==> config.mk <==
export PLATFORM = sky130hd
export DESIGN_NAME = product_accumulator
export DESIGN_NICKNAME = d
export VERILOG_FILES = /design/src/rtl/product_accumulator.sv
export SDC_FILE = /design/constraint.sdc
export NUM_CORES = 1
export LEC_CHECK = 0
export CAP_MARGIN = 10
export CORE_MARGIN = 3
export CORE_UTILIZATION = 25
export CTS_CLUSTER_DIAMETER = 50
export DETAILED_ROUTE_END_ITERATION = 12
export GPL_TIMING_DRIVEN = 0
export SYNTH_ARGS = -nofsm -noshare
export SYNTH_HDL_FRONTEND = slang
export SYNTH_SLANG_ARGS = --single-unit
==> constraint.sdc <==
create_clock -name clk -period 1.9 [get_ports clk]
set_input_delay 0.19 -clock clk [delete_from_list [all_inputs] [get_ports clk]]
set_output_delay 0.19 -clock clk [all_outputs]
set_load 0.05 [all_outputs]
==> src/rtl/product_accumulator.sv <==
// Sums a burst of `len` unsigned 16-bit products. The result is valid 1 cycle after the last transfer and is held until out_ready is seen.
// in_ready is a decode of the state register only; it does not depend on in_valid.
module product_accumulator #(
  parameter int ACC_W = 24,
  parameter int LEN_W = 8
) (
  input  logic             clk,
  input  logic             rst_n,
  input  logic             start,
  input  logic [LEN_W-1:0] len,
  input  logic             in_valid,
  input  logic [15:0]      product,
  output logic             in_ready,
  output logic             out_valid,
  input  logic             out_ready,
  output logic [ACC_W-1:0] acc_out,
  output logic             ovf,
  output logic             busy
);

  localparam logic [1:0] IDLE  = 2'd0;
  localparam logic [1:0] ACCUM = 2'd1;
  localparam logic [1:0] HOLD  = 2'd2;

  logic [1:0]       state_q, state_d;
  logic [ACC_W-1:0] acc_q, acc_d;
  logic [LEN_W-1:0] rem_q, rem_d;
  logic             ovf_q, ovf_d;
  logic [ACC_W:0]   sum_ext;

  // The extra top bit of the sum is the carry that feeds the sticky ovf flag.
  assign sum_ext = {1'b0, acc_q} + {{(ACC_W-15){1'b0}}, product};

  always_comb begin
    state_d = state_q;
    acc_d   = acc_q;
    rem_d   = rem_q;
    ovf_d   = ovf_q;
    case (state_q)
      IDLE: begin
        if (start) begin
          acc_d   = '0;
          ovf_d   = 1'b0;
          rem_d   = len;
          state_d = (len == '0) ? HOLD : ACCUM;
        end
      end
      ACCUM: begin
        if (in_valid) begin
          acc_d = sum_ext[ACC_W-1:0];
          ovf_d = ovf_q | sum_ext[ACC_W];
          rem_d = rem_q - LEN_W'(1);
          if (rem_q == LEN_W'(1)) state_d = HOLD;
        end
      end
      HOLD: begin
        if (out_ready) state_d = IDLE;
      end
      default: state_d = IDLE;
    endcase
  end

  always_ff @(posedge clk or negedge rst_n) begin
    if (!rst_n) begin
      state_q <= IDLE;
      acc_q   <= '0;
      rem_q   <= '0;
      ovf_q   <= 1'b0;
    end else begin
      state_q <= state_d;
      acc_q   <= acc_d;
      rem_q   <= rem_d;
      ovf_q   <= ovf_d;
    end
  end

  assign in_ready  = (state_q == ACCUM);
  assign out_valid = (state_q == HOLD);
  assign busy      = (state_q != IDLE);
  assign acc_out   = acc_q;
  assign ovf       = ovf_q;

endmodule

==> results of run 1 <==
==> worst max-delay path: stages, from the launching register on <==
cell      delay, ns
dfrtp_2        0.44
ha_4           0.32
nand4_1        0.16
nor2b_4        0.18
a221oi_4       0.09
o22a_1         0.28
or3_1          0.36
a21oi_1        0.12
==> power breakdown <==
group / switching, uW / leakage (uW) / internal [uW]
Sequential: 291 / 0.000427 / 1030
Clock: 305 / 0.0000581 / 391
Combinational: 2270 / 0.00105 / 1740
Total: 2860 / 0.00153 / 3170
==> cell usage after synthesis, types with 2 or more instances <==
master / number / area (um2)
inv_1: 12 / 45.04
xor2_1: 5 / 43.79
o21ai_0: 28 / 140.1
a22oi_1: 3 / 22.52
nand2_1: 33 / 123.9
nand3b_1: 3 / 22.52
a31oi_1: 2 / 12.51
nand3_1: 13 / 65.06
o211ai_1: 2 / 15.01
nand4_1: 4 / 25.02
dfrtp_1: 35 / 875.8
a31o_1: 2 / 17.52
xnor2_1: 11 / 96.34
ha_1: 18 / 225.2
buf_2: 3 / 15.01
nor4_1: 2 / 12.51
nor3_1: 4 / 20.02
o21a_1: 2 / 15.01
o21bai_1: 5 / 37.54
nand2b_1: 2 / 12.51
nor2b_1: 4 / 25.02
a32oi_1: 2 / 17.52
o22ai_1: 3 / 18.77
or3_1: 3 / 18.77
a21oi_1: 26 / 130.1
a22o_1: 3 / 26.28
and2_1: 7 / 43.79
clkbuf_1: 5 / 18.77
nor2_1: 18 / 67.56
a41oi_1: 2 / 17.52
and3_1: 5 / 31.28
o21ai_1: 5 / 25.02
==> cell families after synthesis <==
| family | count (synthesis) | share of synthesized area, % |
|---|---|---|
| AND/OR/NAND/NOR | 102 | 20.49 |
| flip-flops | 35 | 35.25 |
| XOR/XNOR | 16 | 5.639 |
| AO/OA/AOI/OAI | 97 | 25.43 |
| buffers and inverters | 21 | 3.323 |
| adder cells (fa/ha/maj) | 19 | 9.869 |
==> timing repair <==
item                                    4_1_cts  5_1_grt
gates resized for setup                      31       17
gates cloned                                  0        0
pin swaps                                    24       13
buffers inserted                             20        9
endpoints found under the setup margin       31       32
==> final cells by class <==
type	instances	share of cell area, %
Inverter	13	1.249
Multi-Input combinational cell	234	48.56
Clock inverter	3	1.121
Clock buffer	5	1.762
Buffer	8	1.153
Tap cell	129	4.132
Timing Repair Buffer	82	19.06
Sequential cell	35	22.97
==> registers in the layout, summed over array words and instances, names as in the netlist <==
| register | cells |
|---|---|
| state_q | 2 |
| acc_out | 24 |
| ovf | 1 |
| rem_q | 8 |
==> stage by stage <==
| stage | hold WS (ns) | utilization (%) | std cells | setup TNS [ns] |
|---|---|---|---|---|
| global placement | 0.5020 | 36.60 | 475 | -21.05 |
| floorplan | -0.1056 | - | 290 | -1.069 |
| finish | 0.0008523 | 41.30 | 509 | -0.6434 |
| global route | 0.07125 | 41.30 | 509 | -2.121 |
| CTS | 0.03428 | 40.32 | 502 | -0.5918 |
| detailed placement | 0.3633 | 36.55 | 475 | -8.736 |
==> how the worst min path moves through the flow <==
| stage | from | endpoint |
|---|---|---|
| floorplan | rst_n | acc_out[0] |
| global placement | ovf | ovf |
| detailed placement | rst_n | state_q[0] |
| CTS | rst_n | acc_out[21] |
| global route | rst_n | acc_out[21] |
| finish | rst_n | rem_q[0] |
==> metal layers <==
metal,part of all wire [%],wire length (um)
met1,44,3167
met2,51,3669
met3,3.7,266
met4,1.6,112
met5,0,0
==> run summary, run 1 <==
The run finished, with violations left. The final reports fail on negative setup slack. The global routing stage identified its most utilized layer as met2.

Sequential elements use 35.25% of the synthesized area. Worst min-delay path category: in2async. For this design the static power due to leakage is 0.001530 uW. The tools report the number of global-route vias before repair as 2,435. The synthesized net count is 338, and the number of rows created at floorplan is 35. The detail route stage leaves a number of antenna-violating nets equal to 0. The tools report the achievable frequency as 498.6 MHz. Data arrives at the worst endpoint at 2.24 ns. The run gives 427 as the net total in the final layout. The detailed placer's ending HPWL came out at 5.322 mm. The placeable core region is 9459 um2, and the number of buffers created by CTS is 5. The most critical setup path has its endpoint at acc_out[19]. The number of clock sinks is 35.

For the pin with the worst max-slew slack, the measured transition is 0.8529 ns. The final count of pins violating max slew was 0; the CTS clock-pin slew for the worst setup and hold paths was 0.09 ns. The library cells used most frequently in the layout, excluding fill and tap cells, are clkdlybuf4s50_1 (50), nand2_1 (33), buf_4 (25). For the worst setup path, the data required time is 2.13 ns. The final setup slack of the worst path is -0.1057 ns, and the filler cell count is 956. 57 I/O pins were placed. STA classifies the critical path startpoint as a flip-flop. The logs give 290 for the cell count after synthesis and 2485 um2 for the post-synthesis instance area. Setup slack on the worst reg-to-reg path comes out at -0.11 ns. For this run the aggregate overflow at the end of global routing stands at 0. In this run the worst path has a maximum fanout of 6. The worst register-to-register path has a depth of 7. The placed instances occupy a cell area of 3457 um2.

The fraction of layout instances using a drive strength above 1 came out at 28.42%. The register cell area after layout came out at 897.1 um2. Dividing the detail-routed wire length by the instance count gives 14.18 um. Max-cap violations in this run came to 0. The yosys synthesis warning count is 0, and the maximum number of pins on one net before global-route repair is 36.

After layout, the minimum clock period comes to 2.006 ns. After detailed routing, the total wire length is 7.216 mm. The total of flip-flops plus latches after synthesis was 35; the buffer depth of the longest clock path was 2.

In this run the critical register-to-register path is launched from acc_out[6]. The number of enable flip-flop cells after synthesis came out at 0. Power comes to 6033 uW. Setup violations remaining at the end of the flow were counted as 12.

For this design, the CTS-stage hold fixing added 0 buffers. The clock root buffer was clkbuf_8. From left edge to right edge, the die measures 105.7 um. The detailed-route vias per instance is 4.813.

For the number of design rule violations left after detail routing, the log shows 0. The total die area was 11,170 um2; the count of port buffers added during placement was 56. The first global-routing pass estimated 11.89 mm of wire. Counting distinct cell types in the post-synthesis netlist gives 50. The tools report the combined area of the multi-input logic cells as 1897 um2.

In the global route stage, overall resource usage came out at 13.05%. The final critical path takes up 105.6% of the cycle. Once the floorplan was initialized, standard cells occupied 26.27% of the core. The die height was 105.7 um. The run gives 4 as the count of TritonRoute iterations in the first routing pass.

The number of failing hold endpoints at the final stage came out at 0. Dominant register cell in the synthesized netlist: dfrtp_1. For the H-tree depth, the log shows 2. For this design the ratio of total power to cell area is 1544 nW/um2. Prior to clock tree synthesis, the placed netlist has a worst setup slack of -0.5748 ns. The run gives 0 as the initial antenna violation count. The worst setup path is captured at a flip-flop. The headroom to the max-slew limit came out at 43.14%. For met3 alone, demand over resource in global routing was 2.633%.

For the worst ir drop on vdd, the log shows 556.8 uV. The clock arrives with 0.01559 ns of skew. In this run the critical register-to-register path is captured at acc_out[19]. Clock insertion delay at the later pin of the skew report: 0.30 ns. The commonest non-fill, non-tap cell in the layout is clkdlybuf4s50_1. The routability congestion estimate from global placement came out at 0.8056.

Launching element of the worst setup path: acc_out[6]. The detailed router placed 2,450 vias in this run. The critical path in this run is classified as reg2reg. Counting flops with an async set or reset pin after synthesis yields a share of 100.0%. The area growth from synthesis to layout is 57.20%. For this run, global-route usage on met2 was measured as 23.13%. TritonCTS built the clock tree.

Averaged over all synthesized cells, the footprint is 8.569 um2. 0 antenna diodes ended up in the layout. Setup repair after global routing could not meet its margin everywhere.

After the first detailed-routing iteration, the DRC count stood at 67. The met1 track demand over resource in global routing is 15.99%. The tools report the finished layout cell area as 3906 um2.
Power figures use the tool's default switching activity.
==> inputs of run 2 (changes only) <==
Settings changed: CORE_UTILIZATION 25 to 53, PLACE_DENSITY set to 0.84.
Clock period 1.9 ns to 2.45 ns, I/O delays scaled along.
==> run 2 against run 1 <==
Effect of this change: the run now ends clean; via count fell by 1.1%; worst setup slack improved by 0.27 ns; fmax shrank 12%; sequential cell count stayed put; design area is 18% lower; count of clock-buffer cells in the layout up 2; worst hold slack better by 0.048 ns; global-route usage grew 10 points; largest cell class unchanged; highest routed layer unchanged.
==> run summary, run 2 (synthesized netlist as in run 1, its figures left out) <==
Pin placement for this block handled 57 I/O pins. For the number of global-route vias before repair, the log shows 2,323. Worst min-delay path category: in2async. At the worst endpoint, the required time is 2.62 ns. TritonCTS built the clock tree. For the total die area, the log shows 5546 um2. Among all stages on the critical path, the largest delay is contributed by a221oi_2. The run gives 2.46 ns as the signal arrival time at the worst endpoint.

The die boundary width was 74.47 um; the setup total negative slack was 0 ns. The power density normalized to cell area is 1218 nW/um2. For this run, the detailed router's first-pass iteration total came to 4. Type of destination of the critical path: a flip-flop. The number of flip-flops under the largest register name was 24. Registers take 875.8 um2. Cells with a size suffix above 1 make up 5.932% of the layout. The post-route antenna net violation count was 0; the number of design rule violations left after detail routing was 0. The logs give 0 for the initial antenna violation count and 55.91% for the initial standard-cell utilization of the core.

The run finished with clean final reports. The number of buffers created by CTS is 5. Clock root buffer: clkbuf_8.

The final count of pins violating max slew is 0, and the clock skew after layout is 0.003544 ns. The H-tree was split into 2 levels. The critical path goes through ha_1 -> a21oi_1 -> o211ai_2 -> a221oi_2 -> o22a_1 -> or3_1 -> a21oi_1. The number of clock sinks was 35.

The first routing iteration left 112 violations. Summing over every cut layer, the via total after detailed routing is 2,423. The run gives 6.396 mm as the final wirelength. The die is 74.47 um tall. The first-pass GRT wire length is 10.10 mm.

Row generation in the floorplan step produced 24 rows. The leakage power is 0.001387 uW, and the remaining global-route overflow is 0. The share of the clock period used by the worst path is 93.20%. The net total in the final layout is 401, and the routability congestion estimate from global placement is 0.9156. The multi-input combinational cells in the finished layout cover a total of 1539 um2. Using the TritonRoute via totals, the vias-per-cell ratio works out to 5.968. After the flow finishes, the layout carries non-filler instances totaling 406.

Along the worst path, the maximum fanout reaches 5. In this run, placement finished with an instance count of 398. The buffering stage count on the worst path with inverters included came out at 0. At the pin with the least slew margin, the transition time is 0.8079 ns. Entering global routing, the biggest net connects 36 pins. The most numerous cell type found on the critical path is a21oi_1.

The minimum period implied by the final worst setup slack is 2.283 ns. The clock passes through at most 2 buffers. The detailed placer's ending HPWL was 4.829 mm; the number of inserted diodes was 0. Dividing the detail-routed wire length by the instance count gives 15.75 um.

The worst setup path is of the reg2reg kind. For the number of failing hold endpoints at the final stage, the log shows 0. The worst pin sits at a relative slew slack of 46.14%. The overall power after layout is 3894 uW, and the achievable frequency is 438.0 MHz. On the worst path, the slowest cell contributes a delay of 0.45 ns. The CTS clock-pin slew for the worst setup and hold paths came out at 0.07 ns. The number of violations of the max-capacitance limit is 0.

In the layout the commonest cells are clkdlybuf4s50_1 (54), dfrtp_1 (35), nand2_1 (33). For the number of setup violations in the final report, the log shows 0. Setup repair after global routing left no endpoint under its margin.

The count of port buffers added during placement was 56. Across every metal layer, demand over resource in global routing totals 23.47%. The category of cells accounting for the largest share of critical-path delay is compound AO/OA/AOI/OAI gates. The floorplan step defined a core boundary enclosing 4444 um2. Counting the fill cells in the layout gives 385. STA classifies the critical path startpoint as a flip-flop.

The library cell used most frequently in the layout, excluding fill and tap cells, is clkdlybuf4s50_1. Compared with the post-synthesis result, the final layout area differs by 28.70%. The clock reaches the later pin of the worst-skew pair after 0.28 ns. The worst ir drop on vdd came out at 788.3 uV.
[run 2: changes by cell type in the layout (fill, tap and decap cells not counted), moves of 4 or more]
cell,delta
dfrtp_2,-17
clkdlybuf4s50_1,+4
clkbuf_1,+5
ha_1,+16
dfrtp_1,+17
a21oi_4,-4
o21ai_0,+5
a21oi_1,+5
buf_4,-25
ha_4,-15
[run 2: where the power goes]
group	total (uW)	switching (uW)	internal, uW
Combinational	2510	1580	924
Sequential	983	201	782
Clock	403	204	199
[run 2: timing repair]
| action | 4_1_cts | 5_1_grt |
|---|---|---|
| pin swaps | 0 | 0 |
| hold buffers | 0 | 0 |
| setup buffers | 0 | 0 |
| hold endpoints to repair | 0 | 0 |
| setup endpoints to repair | 1 | 4 |
| resized for setup | 1 | 2 |
[run 2: worst paths after layout]
check,startpoint,to,slack [ns],cells after the start
min,rst_n,acc_out[5],0.05,1
max reg2reg,acc_out[4],acc_out[23],0.17,7
max,acc_out[4],acc_out[23],0.17,7
min in group clk,acc_out[5],acc_out[5],0.52,2
max in group asynchronous,rst_n,rem_q[7],1.90,1
min reg2reg,acc_out[5],acc_out[5],0.52,2
[run 2: final cells by class]
class	count	share of cell area, %
Multi-Input combinational cell	234	48.12
Tap cell	52	2.034
Buffer	8	1.056
Clock buffer	7	2.387
Sequential cell	35	27.39
Clock inverter	1	0.1565
Timing Repair Buffer	56	17.33
Inverter	13	1.526
[run 2: routing by layer]
metal  wire, um  vias up  track usage, %
li1           -     1185               -
met1       2733     1186           27.64
met2       3416       47           43.32
met3        191        5           3.514
met4         55        0           7.708
met5          0        -               0
[run 2: through the flow]
| stage | hold slack [ns] | area [um2] | utilization, % | setup slack (ns) |
|---|---|---|---|---|
| after CTS | 0.06996 | 3186 | 71.68 | 0.05521 |
| after global routing | 0.1030 | 3198 | 71.96 | 0.005560 |
| after floorplan | -0.05059 | 2485 | - | 0.06557 |
| after global placement | 0.4887 | 3110 | 69.99 | -0.2141 |
| after detailed placement | 0.3800 | 3105 | 69.88 | -0.2252 |
| final | 0.04927 | 3198 | 71.96 | 0.1667 |
